==> src/rtl/uart_pkg.sv <==
// Shared receive-path types and constants for the UART receiver slice.
package uart_pkg;

    typedef enum logic [2:0] {
        IDLE,
        START,
        DATA,
        PARITY,
        STOP
    } rx_state_t;

    localparam int BCLK_LENGTH_DEFAULT = 16;

    localparam logic [1:0] THR_GT8 = 2'b00;
    localparam logic [1:0] THR_GT6 = 2'b01;
    localparam logic [1:0] THR_GT4 = 2'b10;
    localparam logic [1:0] THR_GT2 = 2'b11;

    // FIFO fill level that must be exceeded for rx_thr to assert.
    function automatic int thr_limit(input logic [1:0] sel);
        case (sel)
            THR_GT8: thr_limit = 8;
            THR_GT6: thr_limit = 6;
            THR_GT4: thr_limit = 4;
            default: thr_limit = 2;
        endcase
    endfunction

endpackage

==> src/rtl/uart_rx_fifo.sv <==
// Receive FIFO with first-word fall-through output; pointers carry one extra
// wrap bit so that full and empty can be told apart from the count alone.
module uart_rx_fifo #(
    parameter  int DEPTH = 16,
    parameter  int WIDTH = 8,
    localparam int AW    = $clog2(DEPTH),
    localparam int PW    = AW + 1
) (
    input  logic             clk,
    input  logic             reset,
    input  logic             push,
    input  logic             pop,
    input  logic [WIDTH-1:0] din,
    output logic [WIDTH-1:0] dout,
    output logic [PW-1:0]    count,
    output logic             full,
    output logic             empty
);

    logic [WIDTH-1:0] mem [DEPTH];
    logic [PW-1:0]    wr_ptr;
    logic [PW-1:0]    rd_ptr;
    logic             do_push;
    logic             do_pop;

    assign count = wr_ptr - rd_ptr;
    assign empty = (count == '0);
    assign full  = (count == PW'(DEPTH));

    // A pop frees a slot in the same cycle, so a push into a full FIFO still lands.
    assign do_pop  = pop && !empty;
    assign do_push = push && (!full || do_pop);

    always_ff @(posedge clk) begin
        if (reset) begin
            wr_ptr <= '0;
            rd_ptr <= '0;
        end else begin
            if (do_push) wr_ptr <= wr_ptr + PW'(1);
            if (do_pop)  rd_ptr <= rd_ptr + PW'(1);
        end
    end

    always_ff @(posedge clk) begin
        if (do_push) mem[wr_ptr[AW-1:0]] <= din;
    end

    assign dout = empty ? '0 : mem[rd_ptr[AW-1:0]];

endmodule

==> src/rtl/uart_receiver.sv <==
// UART receiver: oversampling frame FSM feeding a receive FIFO with sticky errors.
// Define UART_RX_SYNC2_EN to pass rxd through a two-flop synchronizer first.
module uart_receiver
    import uart_pkg::*;
#(
    parameter int FIFO_DEPTH  = 16,
    parameter int BCLK_LENGTH = BCLK_LENGTH_DEFAULT
) (
    input  logic       clk,
    input  logic       reset,
    input  logic       bclk,
    input  logic       rxd,
    input  logic       rx_en,
    input  logic       parity_en,
    input  logic       parity_type,
    input  logic       read_en,
    input  logic       err_clr,
    input  logic [1:0] rx_thr_val,
    output logic [7:0] data_out,
    output logic       rx_empty,
    output logic       rx_full,
    output logic       rx_thr,
    output logic       parity_err,
    output logic       frame_err,
    output logic       overrun_err,
    output logic       rx_bclk_en
);

    localparam int CW = $clog2(BCLK_LENGTH);
    localparam int PW = $clog2(FIFO_DEPTH) + 1;
    localparam logic [CW-1:0] HALF_LAST = CW'(BCLK_LENGTH / 2 - 1);
    localparam logic [CW-1:0] BIT_LAST  = CW'(BCLK_LENGTH - 1);

    rx_state_t     state, state_n;
    logic [CW-1:0] cnt, cnt_n;
    logic [2:0]    bit_idx, bit_n;
    logic [7:0]    shift_reg, shift_n;
    logic          rxd_s;
    logic          push_req, set_parity, set_frame, set_overrun;
    logic [PW-1:0] fifo_count;

`ifdef UART_RX_SYNC2_EN
    logic [1:0] rxd_sync;

    always_ff @(posedge clk) begin
        if (reset) rxd_sync <= 2'b11;
        else       rxd_sync <= {rxd_sync[0], rxd};
    end

    assign rxd_s = rxd_sync[1];
`else
    assign rxd_s = rxd;
`endif

    always_ff @(posedge clk) begin
        if (reset) begin
            state     <= IDLE;
            cnt       <= '0;
            bit_idx   <= '0;
            shift_reg <= '0;
        end else begin
            state     <= state_n;
            cnt       <= cnt_n;
            bit_idx   <= bit_n;
            shift_reg <= shift_n;
        end
    end

    // START aligns sampling to mid-bit; every later sample is one full bit on.
    always_comb begin
        state_n    = state;
        cnt_n      = cnt;
        bit_n      = bit_idx;
        shift_n    = shift_reg;
        push_req   = 1'b0;
        set_parity = 1'b0;
        set_frame  = 1'b0;
        if (!rx_en) begin
            state_n = IDLE;
            cnt_n   = '0;
            bit_n   = '0;
        end else begin
            case (state)
                IDLE: begin
                    if (!rxd_s) begin
                        state_n = START;
                        cnt_n   = '0;
                        bit_n   = '0;
                    end
                end
                START: begin
                    if (bclk) begin
                        if (cnt == HALF_LAST) begin
                            cnt_n   = '0;
                            state_n = rxd_s ? IDLE : DATA;
                        end else begin
                            cnt_n = cnt + CW'(1);
                        end
                    end
                end
                DATA: begin
                    if (bclk) begin
                        if (cnt == BIT_LAST) begin
                            cnt_n   = '0;
                            shift_n = {rxd_s, shift_reg[7:1]};
                            bit_n   = bit_idx + 3'd1;
                            if (bit_idx == 3'd7) state_n = parity_en ? PARITY : STOP;
                        end else begin
                            cnt_n = cnt + CW'(1);
                        end
                    end
                end
                PARITY: begin
                    if (bclk) begin
                        if (cnt == BIT_LAST) begin
                            cnt_n      = '0;
                            set_parity = ((^shift_reg) ^ rxd_s) != parity_type;
                            state_n    = STOP;
                        end else begin
                            cnt_n = cnt + CW'(1);
                        end
                    end
                end
                STOP: begin
                    if (bclk) begin
                        if (cnt == BIT_LAST) begin
                            cnt_n     = '0;
                            push_req  = rxd_s;
                            set_frame = !rxd_s;
                            state_n   = IDLE;
                        end else begin
                            cnt_n = cnt + CW'(1);
                        end
                    end
                end
                default: state_n = IDLE;
            endcase
        end
    end

    assign rx_bclk_en  = (state != IDLE);
    assign set_overrun = push_req && rx_full && !read_en;

    uart_rx_fifo #(
        .DEPTH (FIFO_DEPTH),
        .WIDTH (8)
    ) u_fifo (
        .clk   (clk),
        .reset (reset),
        .push  (push_req),
        .pop   (read_en),
        .din   (shift_reg),
        .dout  (data_out),
        .count (fifo_count),
        .full  (rx_full),
        .empty (rx_empty)
    );

    assign rx_thr = int'(fifo_count) > thr_limit(rx_thr_val);

    // A new error in the same cycle as err_clr keeps its flag set.
    always_ff @(posedge clk) begin
        if (reset) begin
            parity_err  <= 1'b0;
            frame_err   <= 1'b0;
            overrun_err <= 1'b0;
        end else begin
            if (set_parity)   parity_err  <= 1'b1;
            else if (err_clr) parity_err  <= 1'b0;
            if (set_frame)    frame_err   <= 1'b1;
            else if (err_clr) frame_err   <= 1'b0;
            if (set_overrun)  overrun_err <= 1'b1;
            else if (err_clr) overrun_err <= 1'b0;
        end
    end

endmodule

==> config.mk <==
export PLATFORM = sky130hd
export DESIGN_NAME = uart_receiver
export DESIGN_NICKNAME = d
export VERILOG_FILES = /design/src/rtl/uart_pkg.sv /design/src/rtl/uart_rx_fifo.sv /design/src/rtl/uart_receiver.sv
export SDC_FILE = /design/constraint.sdc
export NUM_CORES = 1
export LEC_CHECK = 0
export CORE_MARGIN = 2
export CORE_UTILIZATION = 60
export CTS_CLUSTER_DIAMETER = 40
export DETAILED_ROUTE_END_ITERATION = 6
export PLACE_DENSITY_LB_ADDON = 0.1
export SLEW_MARGIN = 10
export SYNTH_ARGS = -nofsm -noshare
export SYNTH_HDL_FRONTEND = slang
export SYNTH_HIERARCHICAL = 1
export SYNTH_SLANG_ARGS = --single-unit
==> constraint.sdc <==
create_clock -name clk -period 8.1 [get_ports clk]
set_input_delay 1.62 -clock clk [delete_from_list [all_inputs] [get_ports clk]]
set_output_delay 1.62 -clock clk [all_outputs]
set_load 0.02 [all_outputs]
==> results of run 1 <==
layout by cell type, fill, tap and decap left out, types with 3 or more instances in the layout:
master,instances
a211oi_1,3
a21oi_1,21
a31oi_1,3
and2_1,3
and3_1,17
buf_4,4
clkbuf_16,17
clkdlybuf4s50_1,25
clkinv_1,4
clkinv_2,4
dfxtp_1,33
edfxtp_1,128
ha_1,16
inv_1,18
mux2i_1,13
mux4_2,39
nand2_1,13
nand2b_1,4
nand3_1,8
nand3b_1,3
nor2_1,23
nor2b_1,12
nor3_1,4
nor3b_1,5
o21ai_0,9
or3_1,10
or4_1,3
xnor2_1,8
xor2_1,4
tightest hold or removal path, cell delays in order, from the launching register on:
cell and delay, ns:
dfxtp_1 0.32, nand2_1 0.05, a21oi_1 0.05
through the flow:
step	instances	setup WS, ns
4_1_cts	631	2.79
6_report	631	2.80
5_1_grt	631	2.66
3_3_place_gp	600	2.84
2_1_floorplan	446	3.76
3_5_place_dp	600	2.81
layout make-up:
type | count | share of cell area (%)
flip-flops and latches | 163 | 57.2
repair buffers | 29 | 3.53
well taps | 143 | 2.25
inverters | 18 | 0.850
multi-input cells | 247 | 29.3
clock inverters | 13 | 1.50
clock buffers | 18 | 5.40
worst min path at each step:
stage                            from     endpoint  cells past startpoint
after global routing      overrun_err  overrun_err                      2
after CTS                 overrun_err  overrun_err                      2
final                     overrun_err  overrun_err                      2
after global placement    overrun_err  overrun_err                      2
after floorplan                cnt[1]       cnt[1]                      2
after detailed placement  overrun_err  overrun_err                      2
cells by family after synthesis:
family,Yosys count
flops,163
simple gates,115
mux,54
compound gates,49
buf+inv,36
fa+ha+maj,17
xor+xnor,12
power by group:
group | internal, mW | total (mW) | leakage, nW | switching [mW]
logic | 0.144 | 0.316 | 0.997 | 0.172
clock network | 0.445 | 0.744 | 0.265 | 0.299
registers | 0.898 | 0.917 | 1.70 | 0.0185
layer usage:
layer / global-route usage, % / wire (um)
met2: 37.7 / 6770
met4: 7.15 / 195
met3: 5.72 / 890
met1: 30.4 / 5580
met5: 0 / 0
==> results.yml, run 1 <==
worst_setup_path:
  rr_worst_depth: 9
  endpoint_kind: "output port"
  worstSetupEndpoint: "rx_thr"
  rr_startpoint: "u_fifo/wr_ptr[0]"
  crit_fanout: 2
  path_depth: 9
  critPathSlowestCell: "clkdlybuf4s50_1"
  critPathTopFamily: "buffers and inverters"
  max_stage_delay_ns: 0.53
  crit_start: "rx_thr_val[0]"
  worst-endpoint-arrival_ns: 3.68
  critPathKind: "primary input to output port"
  reg2reg_slack_ns: 4.59
  crit_chain: "clkdlybuf4s50_1 -> inv_1 -> ha_1 -> inv_1 -> ha_1 -> a21o_1 -> a21oi_1 -> o21bai_1 -> clkdlybuf4s50_1"
  required_ns: 6.48
  rr_endpoint: "u_fifo/mem[6][4]"
  path_buf_inv: 4
  cp-start-kind: "primary input"
logic_synthesis:
  synth_most_common_cell: "edfxtp_1"
  synthesis.area_mm2: 0.00701
  synth-simple-area-share_pct: 9.26
  synth_common_cells: "edfxtp_1, mux4_2, dfxtp_1, nor2_1, a21oi_1"
  ys.flop_type: "edfxtp_1"
  synth_edf_count: 128
  synth_adder_area_share_pct: 3.14
  ys_warn_count: 6
  synth.avg_cell_area_um2: 15.7
  synth_largest_area_cell: "edfxtp_1"
  ys_seq_area_share_pct: 64.8
  syn_nets: 474
  synth_compound_area_share_pct: 4.50
  async_reset_ff_share_pct: 0
  synth_xor_area_share_pct: 1.50
  muxShareOfSynthArea_pct: 14.7
  synth_cell_types: 48
  synth_top_family_by_area: "multiplexers"
  synthTopCellsByArea: "edfxtp_1, mux4_2, dfxtp_1"
  netlist.area_leader.share_pct: 54.8
  syn_inst: 446
  synth_seq_cells: 163
timing:
  setup_viol: 0
  min_period_over_period_pct: 65.4
  whs_ns: 0.465
  hold_violations: 0
  slew_viol_final: 0
  timing.fmax_mhz: 189
  maxSlewHeadroom_pct: 35.5
  fin_skew_ns: 0.00679
  min_period_ns: 5.30
  grt_setup_unrepaired: "no"
  worst_pin_slew_ns: 0.965
  setup_tns_ns: 0
clocking:
  cts_tree: "yes"
  numCtsBuffers: 17
  path_clk_slew_ns: 0.06
  htreeDepth: 4
  clk_path_buf_depth: 2
  ctsResizeCount: 0
  clkSinkCount: 163
  insertion_delay_ns: 0.41
  ctsHoldBuffers: 0
  clockRootBuffer: "clkbuf_16"
  cts_setup_buffers: 0
die:
  die_w_um: 112
  ios: 26
  rows: 39
  die_y_um: 112
  initial_core_util_pct: 61.4
  die_area_mm2: 0.0126
  design.core.area_mm2: 0.0114
finish:
  multiInputGateArea_mm2: 0.00233
  nNetsFinal: 504
  fill_cells: 763
  drive_gt1_share_pct: 16.0
  largest_reg_flops: 128
  syn_to_final_growth_pct: 13.4
  insertedDiodeCount: 0
  fin_area_mm2: 0.00795
  final_core_util_pct: 69.6
  regArea_mm2: 0.00455
placement:
  placed_cell_area_mm2: 0.00740
  hpwl_um: 8600
  numPortBuffers: 25
  place.gp.congestion: 0.826
drt:
  via_per_inst: 6.22
  routedWlPerCell_um: 21.3
  drt.antenna.violating_nets: 0
  dr_total_vias: 3927
  drt_iter0_drc: 328
  wirelength_um: 13400
  drt_first_pass_iters: 5
  drc: 0
grt:
  grt_pass1_vias: 3980
  grt_max_degree: 33
  antenna_found_initial: 0
  grt-ovfl-total: 0
  grtUsageTotal_pct: 22.8
  grt_pass1_wl_um: 21300
power_and_ir_drop:
  report.power.total_mw: 1.98
  power.leakage_nw: 2.96
  power_density_mw_per_mm2: 249
  peakVddDrop_mv: 0.190
flow_run:
  max_cap_violations: 0
worst_hold_path:
  hold_path_class: "flip-flop to flip-flop"
run_status:
  status: "finished, final reports clean"
No activity file was read; power rests on OpenSTA's default activity.
==> run 2: changes to the inputs <==
Settings changed: CORE_UTILIZATION 60 to 55.
Clock period 8.1 ns to 4.75 ns, I/O delays scaled along.
==> results.yml, run 2 (synthesis gave the netlist of run 1 again) <==
worst_hold_path:
  hold_path_class: "flip-flop to flip-flop"
  min_path_cells: 2
  whs_endpoint: "overrun_err"
  hold_start: "overrun_err"
power_and_ir_drop:
  peakVddDrop_mv: 0.368
  power_density_mw_per_mm2: 425
  report.power.total_mw: 3.41
  power.leakage_nw: 3.07
drt:
  drt_iter0_drc: 284
  via_per_inst: 5.83
  routedWlPerCell_um: 20.1
  dr_total_vias: 3859
  drt_first_pass_iters: 5
  wirelength_um: 13300
  drt.antenna.violating_nets: 0
  drc: 0
worst_setup_path:
  required_ns: 3.80
  rr_worst_depth: 9
  critPathKind: "flip-flop to output port"
  endpoint_kind: "output port"
  rr_startpoint: "u_fifo/wr_ptr[0]"
  cp-start-kind: "flip-flop"
  reg2reg_slack_ns: 1.21
  worst-endpoint-arrival_ns: 3.32
  crit_fanout: 18
  rr_endpoint: "u_fifo/mem[4][2]"
clocking:
  cts_tree: "yes"
  clk_path_buf_depth: 2
  path_clk_slew_ns: 0.06
  cts_setup_buffers: 0
  ctsResizeCount: 0
  insertion_delay_ns: 0.42
  clockRootBuffer: "clkbuf_16"
  numCtsBuffers: 17
  htreeDepth: 4
  clkSinkCount: 163
  ctsHoldBuffers: 0
placement:
  dp_slack_ns: 0.803
  place.gp.congestion: 0.848
  numPortBuffers: 25
  hpwl_um: 8770
  placed_cell_area_mm2: 0.00746
timing:
  timing.fmax_mhz: 234
  fin_ws_ns: 0.476
  min_period_ns: 4.27
  min_period_over_period_pct: 90.0
  setup_tns_ns: 0
  maxSlewHeadroom_pct: 37.0
  hold_violations: 0
  slew_viol_final: 0
  setup_viol: 0
  fin_skew_ns: 0.00805
  grt_setup_unrepaired: "no"
  worst_pin_slew_ns: 0.942
finish:
  syn_to_final_growth_pct: 14.7
  nNetsFinal: 505
  insertedDiodeCount: 0
  layout_commonest_cell: "edfxtp_1"
  final_core_util_pct: 64.3
  mostFrequentLayoutCells: "edfxtp_1, mux4_2, dfxtp_1"
  drive_gt1_share_pct: 16.9
  largest_reg_flops: 128
  fin_area_mm2: 0.00804
grt:
  grt_pass1_wl_um: 21000
  grt-ovfl-total: 0
  grtUsageTotal_pct: 21.5
  antenna_found_initial: 0
  grt_pass1_vias: 3746
  grt_max_degree: 33
die:
  die_y_um: 117
  design.core.area_mm2: 0.0125
  rows: 41
  ios: 26
  initial_core_util_pct: 56.0
  die_area_mm2: 0.0137
  die_w_um: 117
run_status:
  status: "finished, final reports clean"
flow_run:
  max_cap_violations: 0
run 2: cell count changes in the layout (fill, tap and decap cells not counted), sizes merged:
cell      before  now
clkbuf        18   20
clkinv         9    5
clkinvlp       2    4
inv           18   19
buf            4    5
run 2: through the flow:
step / instances / hold WS, ns
2_1_floorplan: 446 / 0.449
3_3_place_gp: 630 / 0.447
3_5_place_dp: 630 / 0.453
4_1_cts: 662 / 0.465
5_1_grt: 662 / 0.492
6_report: 662 / 0.458
run 2: critical path: stages (launching register included):
cell,delay (ns)
dfxtp_1,0.36
inv_1,0.13
ha_1,0.19
inv_1,0.06
fa_1,0.39
xor2_1,0.28
nand4b_1,0.26
a2bb2oi_1,0.10
buf_4,0.21
a211oi_1,0.25
clkdlybuf4s50_1,0.66
run 2: routing by layer:
layer  vias to the layer above  wire length, um  global-route usage, %
met4                         0              102                   7.06
li1                       1806                -                      -
met1                      1956             5710                   28.9
met3                         6              598                   4.89
met2                        91             6860                   35.1
met5                         -                0                      0
run 2: worst max path at each step:
stage	startpoint	end	slack [ns]	depth (start not counted)
2_1_floorplan	u_fifo/wr_ptr[0]	data_out[6]	1.45	9
3_3_place_gp	rx_thr_val[0]	rx_thr	0.84	9
3_5_place_dp	rx_thr_val[0]	rx_thr	0.80	8
4_1_cts	u_fifo/wr_ptr[0]	data_out[6]	0.45	10
5_1_grt	u_fifo/wr_ptr[0]	data_out[6]	0.30	10
6_report	u_fifo/wr_ptr[0]	data_out[6]	0.48	10
run 2: power by group:
| part | total (mW) | internal, mW | switching [mW] |
|---|---|---|---|
| Combinational | 0.488 | 0.237 | 0.252 |
| Clock | 1.34 | 0.801 | 0.536 |
| Sequential | 1.59 | 1.53 | 0.0577 |
| Total | 3.41 | 2.57 | 0.846 |
run 2: final cells by class:
cell class / count / area, um2
clock buffer: 20 / 457
inverter: 18 / 67.6
clock inverter: 12 / 131
sequential: 163 / 4550
timing repair buffer: 30 / 300
fill: 954 / 4470
tap: 172 / 215
multi-input combinational: 247 / 2330
